===== src/rtl/matmul_instr_seq_if.sv =====
// Instruction stream handshake between matmul_instr_seq and the matrix ALU.
// The sequencer drives instr/instr_valid and the ALU side returns instr_ready.
interface matmul_instr_seq_if;
  logic        instr_valid;
  logic        instr_ready;
  logic [31:0] instr;

  modport master (
    output instr_valid,
    output instr,
    input  instr_ready
  );

  modport slave (
    input  instr_valid,
    input  instr,
    output instr_ready
  );
endinterface


===== src/rtl/matmul_instr_seq.sv =====
// Emits the full MIPS-format program for C = A x B (N x N, row-major) into the matrix ALU,
// one word per handshake, ordered row-major over C and ascending over k per element.
module matmul_instr_seq #(
  parameter int unsigned N      = 3,
  parameter int unsigned A_BASE = 0,
  parameter int unsigned B_BASE = 9,
  parameter int unsigned C_BASE = 18
) (
  input  logic                       clk,
  input  logic                       rst_n,
  input  logic                       start,
  matmul_instr_seq_if.master         bus,
  output logic                       busy,
  output logic                       done
);

  localparam logic [31:0] InstrClr = 32'h22F30000;
  localparam logic [31:0] InstrMul = 32'h02119018;
  localparam logic [31:0] InstrAcc = 32'h02539820;
  localparam logic [2:0]  LastIdx  = 3'(N - 1);

  typedef enum logic [2:0] {
    StIdle,
    StClr,
    StLda,
    StLdb,
    StMul,
    StAcc,
    StStc,
    StFin
  } state_e;

  state_e      state_q, state_d;
  logic [2:0]  i_q, i_d;
  logic [2:0]  j_q, j_d;
  logic [2:0]  k_q, k_d;
  logic        valid_q;
  logic [31:0] instr_q;
  logic        busy_q;
  logic        done_q;
  logic        adv;
  logic        emits;

  // Word that a given state presents for the given loop indices.
  function automatic logic [31:0] encode(state_e st, logic [2:0] ci, logic [2:0] cj,
                                         logic [2:0] ck);
    logic [15:0] a_addr;
    logic [15:0] b_addr;
    logic [15:0] c_addr;
    logic [31:0] word;
    a_addr = 16'(A_BASE + 32'(ci) * N + 32'(ck));
    b_addr = 16'(B_BASE + 32'(ck) * N + 32'(cj));
    c_addr = 16'(C_BASE + 32'(ci) * N + 32'(cj));
    case (st)
      StClr:   word = InstrClr;
      StLda:   word = {16'h8EF0, a_addr};
      StLdb:   word = {16'h8EF1, b_addr};
      StMul:   word = InstrMul;
      StAcc:   word = InstrAcc;
      StStc:   word = {16'hAEF3, c_addr};
      default: word = 32'h0;
    endcase
    return word;
  endfunction

  // IDLE waits on start, FIN always moves on, every emitting state waits on a handshake.
  always_comb begin
    adv = 1'b0;
    case (state_q)
      StIdle:  adv = start;
      StFin:   adv = 1'b1;
      default: adv = valid_q & bus.instr_ready;
    endcase
  end

  always_comb begin
    state_d = state_q;
    i_d     = i_q;
    j_d     = j_q;
    k_d     = k_q;
    case (state_q)
      StIdle: if (start) state_d = StClr;
      StClr:  state_d = StLda;
      StLda:  state_d = StLdb;
      StLdb:  state_d = StMul;
      StMul:  state_d = StAcc;
      StAcc: begin
        if (k_q < LastIdx) begin
          k_d     = k_q + 3'd1;
          state_d = StLda;
        end else begin
          state_d = StStc;
        end
      end
      StStc: begin
        if (i_q == LastIdx && j_q == LastIdx) begin
          state_d = StFin;
        end else begin
          k_d     = 3'd0;
          state_d = StClr;
          if (j_q < LastIdx) begin
            j_d = j_q + 3'd1;
          end else begin
            j_d = 3'd0;
            i_d = i_q + 3'd1;
          end
        end
      end
      StFin: begin
        state_d = StIdle;
        i_d     = 3'd0;
        j_d     = 3'd0;
        k_d     = 3'd0;
      end
      default: state_d = StIdle;
    endcase
  end

  assign emits = (state_d != StIdle) && (state_d != StFin);

  // Outputs are registered alongside the state so instr always matches the state it encodes.
  always_ff @(posedge clk or negedge rst_n) begin
    if (!rst_n) begin
      state_q <= StIdle;
      i_q     <= 3'd0;
      j_q     <= 3'd0;
      k_q     <= 3'd0;
      valid_q <= 1'b0;
      instr_q <= 32'h0;
      busy_q  <= 1'b0;
      done_q  <= 1'b0;
    end else if (adv) begin
      state_q <= state_d;
      i_q     <= i_d;
      j_q     <= j_d;
      k_q     <= k_d;
      valid_q <= emits;
      instr_q <= encode(state_d, i_d, j_d, k_d);
      busy_q  <= emits;
      done_q  <= (state_d == StFin);
    end
  end

  assign bus.instr_valid = valid_q;
  assign bus.instr       = instr_q;
  assign busy            = busy_q;
  assign done            = done_q;

endmodule


===== src/flat_wrapper.sv =====
// flat-port wrapper written by rule: the top's interface ports become plain ports
module matmul_instr_seq_flat 
#(
  parameter int unsigned N      = 3,
  parameter int unsigned A_BASE = 0,
  parameter int unsigned B_BASE = 9,
  parameter int unsigned C_BASE = 18
)
  (clk, rst_n, start, busy, done, bus_instr_valid, bus_instr, bus_instr_ready);
  matmul_instr_seq_if bus_i ();
  input  logic clk;
  input  logic rst_n;
  input  logic start;
  output logic busy;
  output logic done;
  output wire logic [$bits(bus_i.instr_valid)-1:0] bus_instr_valid;
  output wire logic [$bits(bus_i.instr)-1:0] bus_instr;
  input wire logic [$bits(bus_i.instr_ready)-1:0] bus_instr_ready;
  assign bus_instr_valid = bus_i.instr_valid;
  assign bus_instr = bus_i.instr;
  assign bus_i.instr_ready = bus_instr_ready;
  matmul_instr_seq #(.N(N), .A_BASE(A_BASE), .B_BASE(B_BASE), .C_BASE(C_BASE)) u_core (.clk(clk), .rst_n(rst_n), .start(start), .bus(bus_i), .busy(busy), .done(done));
endmodule

===== config.mk =====
export PLATFORM = sky130hd
export DESIGN_NAME = matmul_instr_seq_flat
export DESIGN_NICKNAME = d
export VERILOG_FILES = /design/src/rtl/matmul_instr_seq_if.sv /design/src/rtl/matmul_instr_seq.sv /design/src/flat_wrapper.sv
export SDC_FILE = /design/constraint.sdc
export NUM_CORES = 1
export LEC_CHECK = 0
export ABC_AREA = 1
export CORE_MARGIN = 1.5
export CORE_UTILIZATION = 55
export CTS_BUF_LIST = sky130_fd_sc_hd__clkbuf_2 sky130_fd_sc_hd__clkbuf_4 sky130_fd_sc_hd__clkbuf_8
export DETAILED_ROUTE_END_ITERATION = 7
export GPL_TIMING_DRIVEN = 1
export PLACE_DENSITY = 0.81
export SETUP_SLACK_MARGIN = 0.05
export SKIP_CTS_REPAIR_TIMING = 1
export SYNTH_ARGS = -nofsm -noshare
export SYNTH_HDL_FRONTEND = slang
export SYNTH_SLANG_ARGS = --single-unit

===== constraint.sdc =====
create_clock -name clk -period 3.9 [get_ports clk]
set_input_delay 0.78 -clock clk [delete_from_list [all_inputs] [get_ports clk]]
set_output_delay 0.78 -clock clk [all_outputs]
set_load 0.005 [all_outputs]

==> results of run 1 <==
==> cell type report <==
class / count / share of cell area, %
inverters: 49 / 6.565
flip-flops and latches: 30 / 26.80
clock inverters: 2 / 0.3573
clock buffers: 5 / 2.456
multi-input cells: 244 / 50.25
repair buffers: 33 / 11.25
well taps: 52 / 2.322
==> Yosys cell counts (3+ instances only) <==
master	instances
inv_2	5
fa_1	4
a21oi_1	8
nand3_1	21
buf_6	3
dfrtp_1	30
buf_4	17
nor2_2	3
nor2_1	26
o21ai_0	26
o21ai_1	3
ha_1	18
nand2_2	10
nand2_1	91
inv_1	44
==> worst paths after layout <==
kind | endpoint | slack, ns | depth (start not counted)
worst min register to register | u_core.bus.instr[16] | 0.48 | 2
worst min-delay path | u_core.bus.instr[16] | 0.48 | 2
max in group asynchronous | u_core.state_q[0] | 2.72 | 2
worst max-delay path | u_core.bus.instr[5] | 0.25 | 25
worst max register to register | u_core.bus.instr[5] | 0.25 | 25
min in group asynchronous | u_core.j_q[1] | 0.88 | 2
==> power by group <==
| group | switching (mW) | internal (mW) |
|---|---|---|
| combinational | 0.661 | 0.477 |
| sequential | 0.0984 | 0.430 |
| clock | 0.115 | 0.119 |
| total | 0.875 | 1.03 |
==> flip-flops by register name (all words and copies together) (netlist names) <==
name                    flops
u_core.bus.instr           16
u_core.bus.instr_valid      1
u_core.state_q              3
u_core.k_q                  3
u_core.done                 1
u_core.j_q                  3
u_core.i_q                  3
==> critical path, stage by stage, from the launching register on <==
cell     delay, ns
dfrtp_1       0.39
inv_2         0.06
ha_1          0.19
nand2_1       0.10
nor2_2        0.07
nor3_4        0.21
nor2_1        0.06
nor2_1        0.13
nand2_2       0.09
inv_2         0.06
ha_1          0.13
inv_1         0.05
fa_1          0.48
inv_1         0.06
ha_1          0.28
nand2_1       0.08
nand2_2       0.07
ha_4          0.28
nand3_1       0.06
and2_2        0.20
inv_1         0.07
nand3_2       0.10
o21ai_2       0.13
nand3_1       0.08
nand2_1       0.07
nand2_1       0.05
==> per-layer routing <==
layer | track usage [%] | up-vias | share of wire [%]
met4 | 6.536 | 0 | 2.2
met1 | 34.02 | 1037 | 43
met3 | 4.215 | 11 | 6.3
met5 | 0 | - | 0
li1 | - | 1085 | -
met2 | 41.99 | 78 | 49
==> placed cells by master, fill, tap and decap left out, drive strengths merged <==
| master | instances |
|---|---|
| nand2 | 103 |
| buf | 6 |
| clkdlybuf4s50 | 27 |
| nand4 | 1 |
| clkbuf | 5 |
| nor3 | 3 |
| o22ai | 1 |
| conb | 11 |
| o31ai | 1 |
| o21ai | 29 |
| inv | 49 |
| xnor2 | 1 |
| nand3 | 23 |
| and2 | 1 |
| fa | 4 |
| nand3b | 1 |
| ha | 18 |
| a22oi | 2 |
| a31oi | 2 |
| xor2 | 2 |
| o32ai | 1 |
| a21oi | 8 |
| or2 | 1 |
| o211ai | 1 |
| nor2 | 29 |
| o311ai | 1 |
| dfrtp | 30 |
| clkinv | 2 |
==> cells by family after synthesis <==
logic type | Yosys count | synth area share [%]
and+or+nand+nor | 162 | 29.86
buffers and inverters | 72 | 15.08
AOI/OAI and AO/OA | 46 | 10.52
DFF | 30 | 30.79
adders and majority gates | 22 | 12.52
xor gates and xnor gates | 3 | 1.078
other | 1 | 0.1538
==> per-stage QoR <==
stage | instances | setup WS, ns
floorplan | 346 | 0.3769
global placement | 406 | 0.1973
detailed placement | 406 | 0.09887
CTS | 413 | 0.05090
global route | 415 | -0.01586
finish | 415 | 0.2498
==> summary.md, run 1 <==
| Metric | Value |
|---|---|
| Core box area | 4324 um2 |
| Mean post-synth cell area | 7.258 um2 |
| Global-route wire length before repair | 9.770 mm |
| Critical path origin | u_core.i_q[0] |
| Relative slew slack | 52.67% |
| CP max FO | 4 |
| Drt first-iter violations | 170 |
| Total power | 1.901 mW |
| Worst Path Arrival | 3.83 ns |
| Post-route cell area | 2801 um2 |
| H-tree Lvls | 2 |
| Number of global-route vias before repair | 2123 |
| WL per Instance | 14.18 um |
| Yosys warns | 0 |
| Final critical-path share of the clock period | 93.60% |
| GRT overflow | 0 |
| Clk Latency, worst-skew pair | 0.29 ns |
| Synthesized flop and latch total | 30 |
| Vias post-DR | 2211 |
| Largest net degree at the start of global routing | 31 |
| Net count, final | 389 |
| Gpl congestion | 0.9031 |
| Clock slew at reported path FFs | 0.07 ns |
| Fin crit period | 3.650 ns |
| DRT Pass-1 Iters | 5 |
| P_leak | 1.490 nW |
| CTS max path bufs | 2 |
| Diode count | 0 |
| EDFF count, synth | 0 |
| DP HPWL | 4.376 mm |
| Multi-input logic area | 1408 um2 |
| RR Startpoint | u_core.i_q[0] |
| Die width | 69.59 um |
| Endpoint required time on the critical path | 4.08 ns |
| Number of max-cap violations | 0 |
| Die ar. | 4842 um2 |
| Synth Flop Type | dfrtp_1 |
| Cell accounting for the most synthesized area | dfrtp_1 |
| TritonCTS Buffers | 5 |
| Vias per inst | 5.328 |
| Status | finished clean |
| GRT Total Usage | 25.14% |
| Synthesized area | 2439 um2 |
| Num rows | 24 |
| Final Util | 64.79% |
| Hold Crit Start | u_core.bus.instr[16] |
| Initial antenna violation count | 0 |
| Initial Util | 56.39% |
| Yosys cell types | 36 |
| VDD IR max | 0.2774 mV |
| Register area | 750.7 um2 |
| Worst hold slack | 0.4787 ns |
| CP endpoint kind | flip-flop |
| Fmax achieved | 274.0 MHz |
| Post-Syn Instances | 336 |
| Synth area leaders | dfrtp_1, nand2_1, ha_1 |
| ANT nets after route | 0 |
| Routed WL | 5.885 mm |
| Final Hold Violating Endpoints | 0 |
| Fill cell count | 397 |
| Share of cells above drive strength 1 | 14.33% |
| IO Pins | 39 |
| Worst setup SP type | flip-flop |
| Endpoints failing setup | 0 |
| Hold Path Class | flip-flop to flip-flop |
| Number of I/O port buffers | 27 |
| Setup TNS | 0 ns |
| Top-area cell type share of the netlist area | 30.79% |
| CTS tree | done |
| Seq/Total Area, Yosys | 30.79% |
| DP Area | 2658 um2 |
| P&R area growth vs syn | 14.88% |
| Slew @ Worst Pin | 0.7092 ns |
| Pwr Density | 678.7 nW/um2 |
| Clk_skew | 0.01173 ns |
| Max-slew violations | 0 |
| Post-synth ARST share | 100.0% |
| DRC | 0 |
| DIE HEIGHT | 69.59 um |
| CTS sink cnt | 30 |
| Setup CP Type | flip-flop to flip-flop |
| Clock root cell | clkbuf_8 |
(Power assumes the default switching activity.)
==> inputs of run 2 (changes only) <==
Settings changed: CORE_UTILIZATION 55 to 35, PLACE_DENSITY 0.81 to 0.55.
==> summary.md, run 2 (synthesized netlist as in run 1, its figures left out) <==
| Metric | Value |
|---|---|
| DRT Pass-1 Iters | 4 (-1) |
| DRC | 0 (unchanged) |
| Die width | 86.47 um (+24%) |
| Endpoint required time on the critical path | 4.08 ns (about the same) |
| Clk_skew | 0.005140 ns (-0.006592 ns) |
| CP max FO | 4 (unchanged) |
| Endpoints failing setup | 0 (unchanged) |
| Core box area | 6756 um2 (+56%) |
| Clk Latency, worst-skew pair | 0.29 ns (about the same) |
| Commonest non-fill, non-tap cell in the layout | nand2_1 |
| Net count, final | 393 (+1.0%) |
| Buf/Inv on CP | 5 (unchanged) |
| Setup TNS | 0 ns (unchanged) |
| Wire length on met2 | 2.672 mm (-6.8%) |
| DP Area | 2700 um2 (+1.6%) |
| P_leak | 1.531 nW (+2.8%) |
| Slew @ Worst Pin | 0.7051 ns (-0.004021 ns) |
| Final critical-path share of the clock period | 92.16% (-1.4 points) |
| Diode count | 0 (unchanged) |
| H-tree Lvls | 2 (unchanged) |
| Fin crit period | 3.594 ns (-0.05606 ns) |
| Clock slew at reported path FFs | 0.07 ns (about the same) |
| Relative slew slack | 52.94% (+0.27 points) |
| Initial antenna violation count | 0 (unchanged) |
| CTS sink cnt | 30 (unchanged) |
| P&R area growth vs syn | 20.01% |
| Global-route wire length before repair | 10.12 mm (+3.6%) |
| Final Hold Violating Endpoints | 0 (unchanged) |
| Vias post-DR | 2169 (-1.9%) |
| Met3 WL post-DR | 219 um (-41%) |
| Most frequent cells in the layout | nand2_1, inv_1, dfrtp_1 |
| Unrepaired setup endpoints after global routing | false |
| Share of cells above drive strength 1 | 16.58% (+2.3 points) |
| Drt first-iter violations | 138 (-19%) |
| Status | finished clean |
| Worst setup SP type | flip-flop |
| Max-slew violations | 0 (unchanged) |
| CTS max path bufs | 2 (unchanged) |
| VDD IR max | 0.2245 mV (-19%) |
| Num rows | 30 (+25%) |
| Worst Path Arrival | 3.77 ns (-0.06 ns) |
| GRT Total Usage | 17.45% (-7.7 points) |
| Post-route cell area | 2927 um2 (+4.5%) |
| Largest net degree at the start of global routing | 32 (+3.2%) |
| Top Layer Used | met4 |
| GRT overflow | 0 (unchanged) |
| Number of I/O port buffers | 27 (unchanged) |
| Pwr Density | 705.9 nW/um2 (+4.0%) |
| TritonCTS Buffers | 5 (unchanged) |
| Setup CP Type | flip-flop to flip-flop |
| CP endpoint kind | flip-flop |
| DIE HEIGHT | 86.47 um (+24%) |
| Wl on met1 | 2.917 mm (+16%) |
| CTS tree | done |
| Hold Path Class | flip-flop to flip-flop |
| Die ar. | 7477 um2 (+54%) |
| WL per Instance | 13.19 um (-7.0%) |
| Routed WL | 5.909 mm (+0.41%) |
| Gpl congestion | 0.8815 (-2.4%) |
| CP max stage delay | 0.47 ns (about the same) |
| IO Pins | 39 (unchanged) |
| Number of max-cap violations | 0 (unchanged) |
| Clock root cell | clkbuf_8 |
| Crit-path slowest cell | fa_1 |
| Fmax achieved | 278.2 MHz (+1.6%) |
| Critical path's top delay family | adder cells |
| Vias per inst | 4.842 (-9.1%) |
| DP HPWL | 4.570 mm (+4.4%) |
| Initial Util | 36.09% (-20 points) |
| Number of global-route vias before repair | 2072 (-2.4%) |
| Largest register FFs | 16 (unchanged) |
| ANT nets after route | 0 (unchanged) |
[run 2: changes by cell type in the layout (fill, tap and decap cells not counted), sizes merged]
cell / before / now
bufinv: 0 / 2
clkinv: 2 / 0
buf: 6 / 10
clkbuf: 5 / 6
[run 2: stage by stage]
| step | utilization, % | std cells | hold slack, ns | worst slack [ns] | total power, mW |
|---|---|---|---|---|---|
| final | 43.31 | 448 | 0.4839 | 0.3058 | 2.066 |
| after global routing | 43.31 | 448 | 0.5059 | 0.02939 | 2.284 |
| after CTS | 42.07 | 443 | 0.4887 | 0.04414 | 2.018 |
| after detailed placement | 39.96 | 435 | 0.4688 | 0.05334 | 1.612 |
| after global placement | 39.96 | 435 | 0.4670 | 0.2034 | 1.601 |
| after floorplan | - | 346 | 0.4650 | 0.3769 | 1.264 |
[run 2: worst paths after layout]
path	startpoint	end	slack [ns]	cells past startpoint
min in group asynchronous	rst_n	u_core.bus.instr_valid	0.88	2
max in group asynchronous	rst_n	u_core.bus.instr[11]	2.71	2
worst max-delay path	u_core.i_q[0]	u_core.bus.instr[5]	0.31	25
worst min register to register	u_core.bus.instr[4]	u_core.bus.instr[4]	0.48	2
worst max register to register	u_core.i_q[0]	u_core.bus.instr[5]	0.31	25
worst min-delay path	u_core.bus.instr[4]	u_core.bus.instr[4]	0.48	2
[run 2: power breakdown]
part	internal [mW]	leakage [nW]	total (mW)	switching [mW]
Sequential	0.430	0.394	0.522	0.0919
Combinational	0.488	1.07	1.14	0.652
Clock	0.273	0.0714	0.404	0.132
[run 2: worst min-delay path: cells and delay by family (launching register included)]
| kind | cells | cell delay, ns |
|---|---|---|
| flops | 1 | 0.34 |
| simple gates | 2 | 0.11 |
[run 2: final cells by class]
type	instances	area, um2
multi-input combinational	244	1404
tap	80	100.1
clock inverter	2	60.06
clock buffer	6	82.58
fill	708	3830
inverter	49	183.9
timing repair buffer	37	345.3
sequential	30	750.7
[run 2: layer usage]
layer / track usage [%] / vias to the layer above
met5: 0 / -
met4: 4.252 / 0
met3: 3.048 / 9
met2: 26.63 / 43
met1: 25.56 / 1017
li1: - / 1100
==> inputs of run 3 (changes only) <==
Settings changed: CORE_ASPECT_RATIO set to 0.8, CORE_MARGIN 1.5 to not set, CORE_UTILIZATION 35 to 56, PLACE_DENSITY 0.55 to 0.82.
==> summary.md, run 3 (synthesized netlist as in run 1, its figures left out) <==
| Metric | Value |
|---|---|
| DIE HEIGHT | 61.02 um (-29%) |
| Endpoints failing setup | 0 (unchanged) |
| Setup TNS | 0 ns (unchanged) |
| Die width | 75.78 um (-12%) |
| Net count, final | 390 (-0.76%) |
| P&R area growth vs syn | 16.21% |
| P_leak | 1.506 nW (-1.7%) |
| Final critical-path share of the clock period | 95.39% (+3.2 points) |
| Clk Latency, worst-skew pair | 0.29 ns (about the same) |
| GRT overflow | 0 (unchanged) |
| Multi-input logic area | 1396 um2 (-0.53%) |
| WL per Instance | 13.88 um (+5.3%) |
| CTS tree | done |
| R2R setup slack | 0.18 ns (-0.13 ns) |
| Crit-path slowest cell | fa_1 |
| ANT nets after route | 0 (unchanged) |
| Share of cells above drive strength 1 | 14.25% (-2.3 points) |
| Hold endpoint | u_core.bus.instr[2] |
| CP endpoint kind | flip-flop |
| Number of I/O port buffers | 27 (unchanged) |
| Clk_skew | 0.004632 ns (-0.0005080 ns) |
| Fmax achieved | 268.8 MHz (-3.4%) |
| Number of global-route vias before repair | 1932 (-6.8%) |
| Slew @ Worst Pin | 0.6825 ns (-0.02260 ns) |
| Most frequent cells in the layout | nand2_1, inv_1, dfrtp_1 |
| Routed WL | 5.859 mm (-0.85%) |
| Total power | 1.995 mW (-3.4%) |
| Largest register FFs | 16 (unchanged) |
| Vias post-DR | 2182 (+0.60%) |
| Diode count | 0 (unchanged) |
| CP max stage delay | 0.50 ns (+0.03 ns) |
| CP dominant cell by count | nand2_1 |
| Worst Hold Path Cells | 2 (unchanged) |
| Worst hold slack | 0.4815 ns (-0.002408 ns) |
| Relative slew slack | 54.45% (+1.5 points) |
| Final Hold Violating Endpoints | 0 (unchanged) |
| Clock slew at reported path FFs | 0.07 ns (about the same) |
| Hold Path Class | flip-flop to flip-flop |
| Fin crit period | 3.720 ns (+0.1261 ns) |
| Pwr Density | 704.1 nW/um2 (-0.26%) |
| Die ar. | 4624 um2 (-38%) |
| Global-route wire length before repair | 9.045 mm (-11%) |
| Critical R2R Capture | u_core.bus.instr[5] |
| Drt first-iter violations | 190 (+38%) |
| Vias per inst | 5.171 (+6.8%) |
| CTS sink cnt | 30 (unchanged) |
| Setup CP Type | flip-flop to flip-flop |
| Register area | 750.7 um2 (unchanged) |
| CP max FO | 4 (unchanged) |
| Critical path's top delay family | adder cells |
| Buf/Inv on CP | 5 (unchanged) |
| DRT Pass-1 Iters | 4 (unchanged) |
| CTS max path bufs | 2 (unchanged) |
| Initial Util | 58.37% (+22 points) |
| Clock root cell | clkbuf_8 |
| DP HPWL | 4.406 mm (-3.6%) |
| Status | finished clean |
| Hold Crit Start | u_core.bus.instr[2] |
| Gpl congestion | 0.9056 (+2.7%) |
| Final Util | 67.83% (+25 points) |
| GRT Total Usage | 27.31% (+9.9 points) |
| Initial antenna violation count | 0 (unchanged) |
| WP depth | 25 (unchanged) |
| H-tree Lvls | 2 (unchanged) |
| VDD IR max | 0.3017 mV (+34%) |
| Endpoint required time on the critical path | 4.08 ns (about the same) |
| Largest net degree at the start of global routing | 31 (-3.1%) |
| DRC | 0 (unchanged) |
| Number of max-cap violations | 0 (unchanged) |
| RR Startpoint | u_core.i_q[0] |
| Num rows | 21 (-30%) |
| Core box area | 4178 um2 (-38%) |
| Worst reg2reg path depth | 25 (unchanged) |
| IO Pins | 39 (unchanged) |
| Worst setup SP type | flip-flop |
| Fill cell count | 369 (-48%) |
| Max-slew violations | 0 (unchanged) |
| Commonest non-fill, non-tap cell in the layout | nand2_1 |
| Worst Path Arrival | 3.90 ns (+0.13 ns) |
| TritonCTS Buffers | 5 (unchanged) |
==> run 3: worst max-delay path by stage <==
stage / startpoint / slack, ns / endpoint
6_report: u_core.i_q[0] / 0.18 / u_core.bus.instr[5]
5_1_grt: u_core.i_q[0] / -0.07 / u_core.bus.instr[5]
4_1_cts: u_core.i_q[0] / 0.03 / u_core.bus.instr[5]
3_5_place_dp: u_core.j_q[0] / 0.06 / u_core.bus.instr[5]
3_3_place_gp: u_core.i_q[0] / 0.21 / u_core.bus.instr[5]
2_1_floorplan: u_core.i_q[0] / 0.38 / u_core.bus.instr[5]
==> run 3: area by class of cell <==
| cell class | count | area share (%) |
|---|---|---|
| Clock buffer | 5 | 2.428 |
| Clock inverter | 3 | 1.413 |
| Inverter | 49 | 6.490 |
| Multi-Input combinational cell | 244 | 49.27 |
| Sequential cell | 30 | 26.49 |
| Tap cell | 57 | 2.517 |
| Timing Repair Buffer | 34 | 11.39 |
==> run 3: per-layer routing <==
layer	share of wire [%]	global-route usage (%)	vias up
met5	0	0	-
met4	1.7	6.614	0
met3	8.8	8.838	12
met2	43	40.71	80
met1	46	38.64	1003
li1	-	-	1087
==> run 3: worst reg2reg max path: stages, from the launching register on <==
cell     delay (ns)
dfrtp_1        0.41
inv_2          0.05
ha_1           0.19
nand2_1        0.09
nor2_2         0.07
nor3_4         0.23
nor2_1         0.08
nor2_1         0.13
nand2_2        0.09
inv_2          0.06
ha_1           0.13
inv_1          0.05
fa_1           0.50
inv_1          0.07
ha_1           0.29
nand2_1        0.09
nand2_2        0.08
ha_4           0.28
nand3_1        0.06
and2_2         0.20
inv_1          0.06
nand3_2        0.09
o21ai_1        0.12
nand3_1        0.08
nand2_1        0.06
nand2_1        0.04
==> run 3: report_power, final <==
group | switching, mW | internal [mW] | leakage (nW) | total [mW]
Sequential | 0.0968 | 0.430 | 0.394 | 0.527
Combinational | 0.669 | 0.485 | 1.05 | 1.15
Clock | 0.126 | 0.188 | 0.0579 | 0.314
Total | 0.892 | 1.10 | 1.51 | 2.00
==> run 3: per-stage QoR <==
step	cell area (um2)	std cells	worst slack, ns
2_1_floorplan	2476	346	0.3769
3_3_place_gp	2664	411	0.2131
3_5_place_dp	2664	411	0.05700
4_1_cts	2773	419	0.03173
5_1_grt	2834	422	-0.06506
6_report	2834	422	0.1798
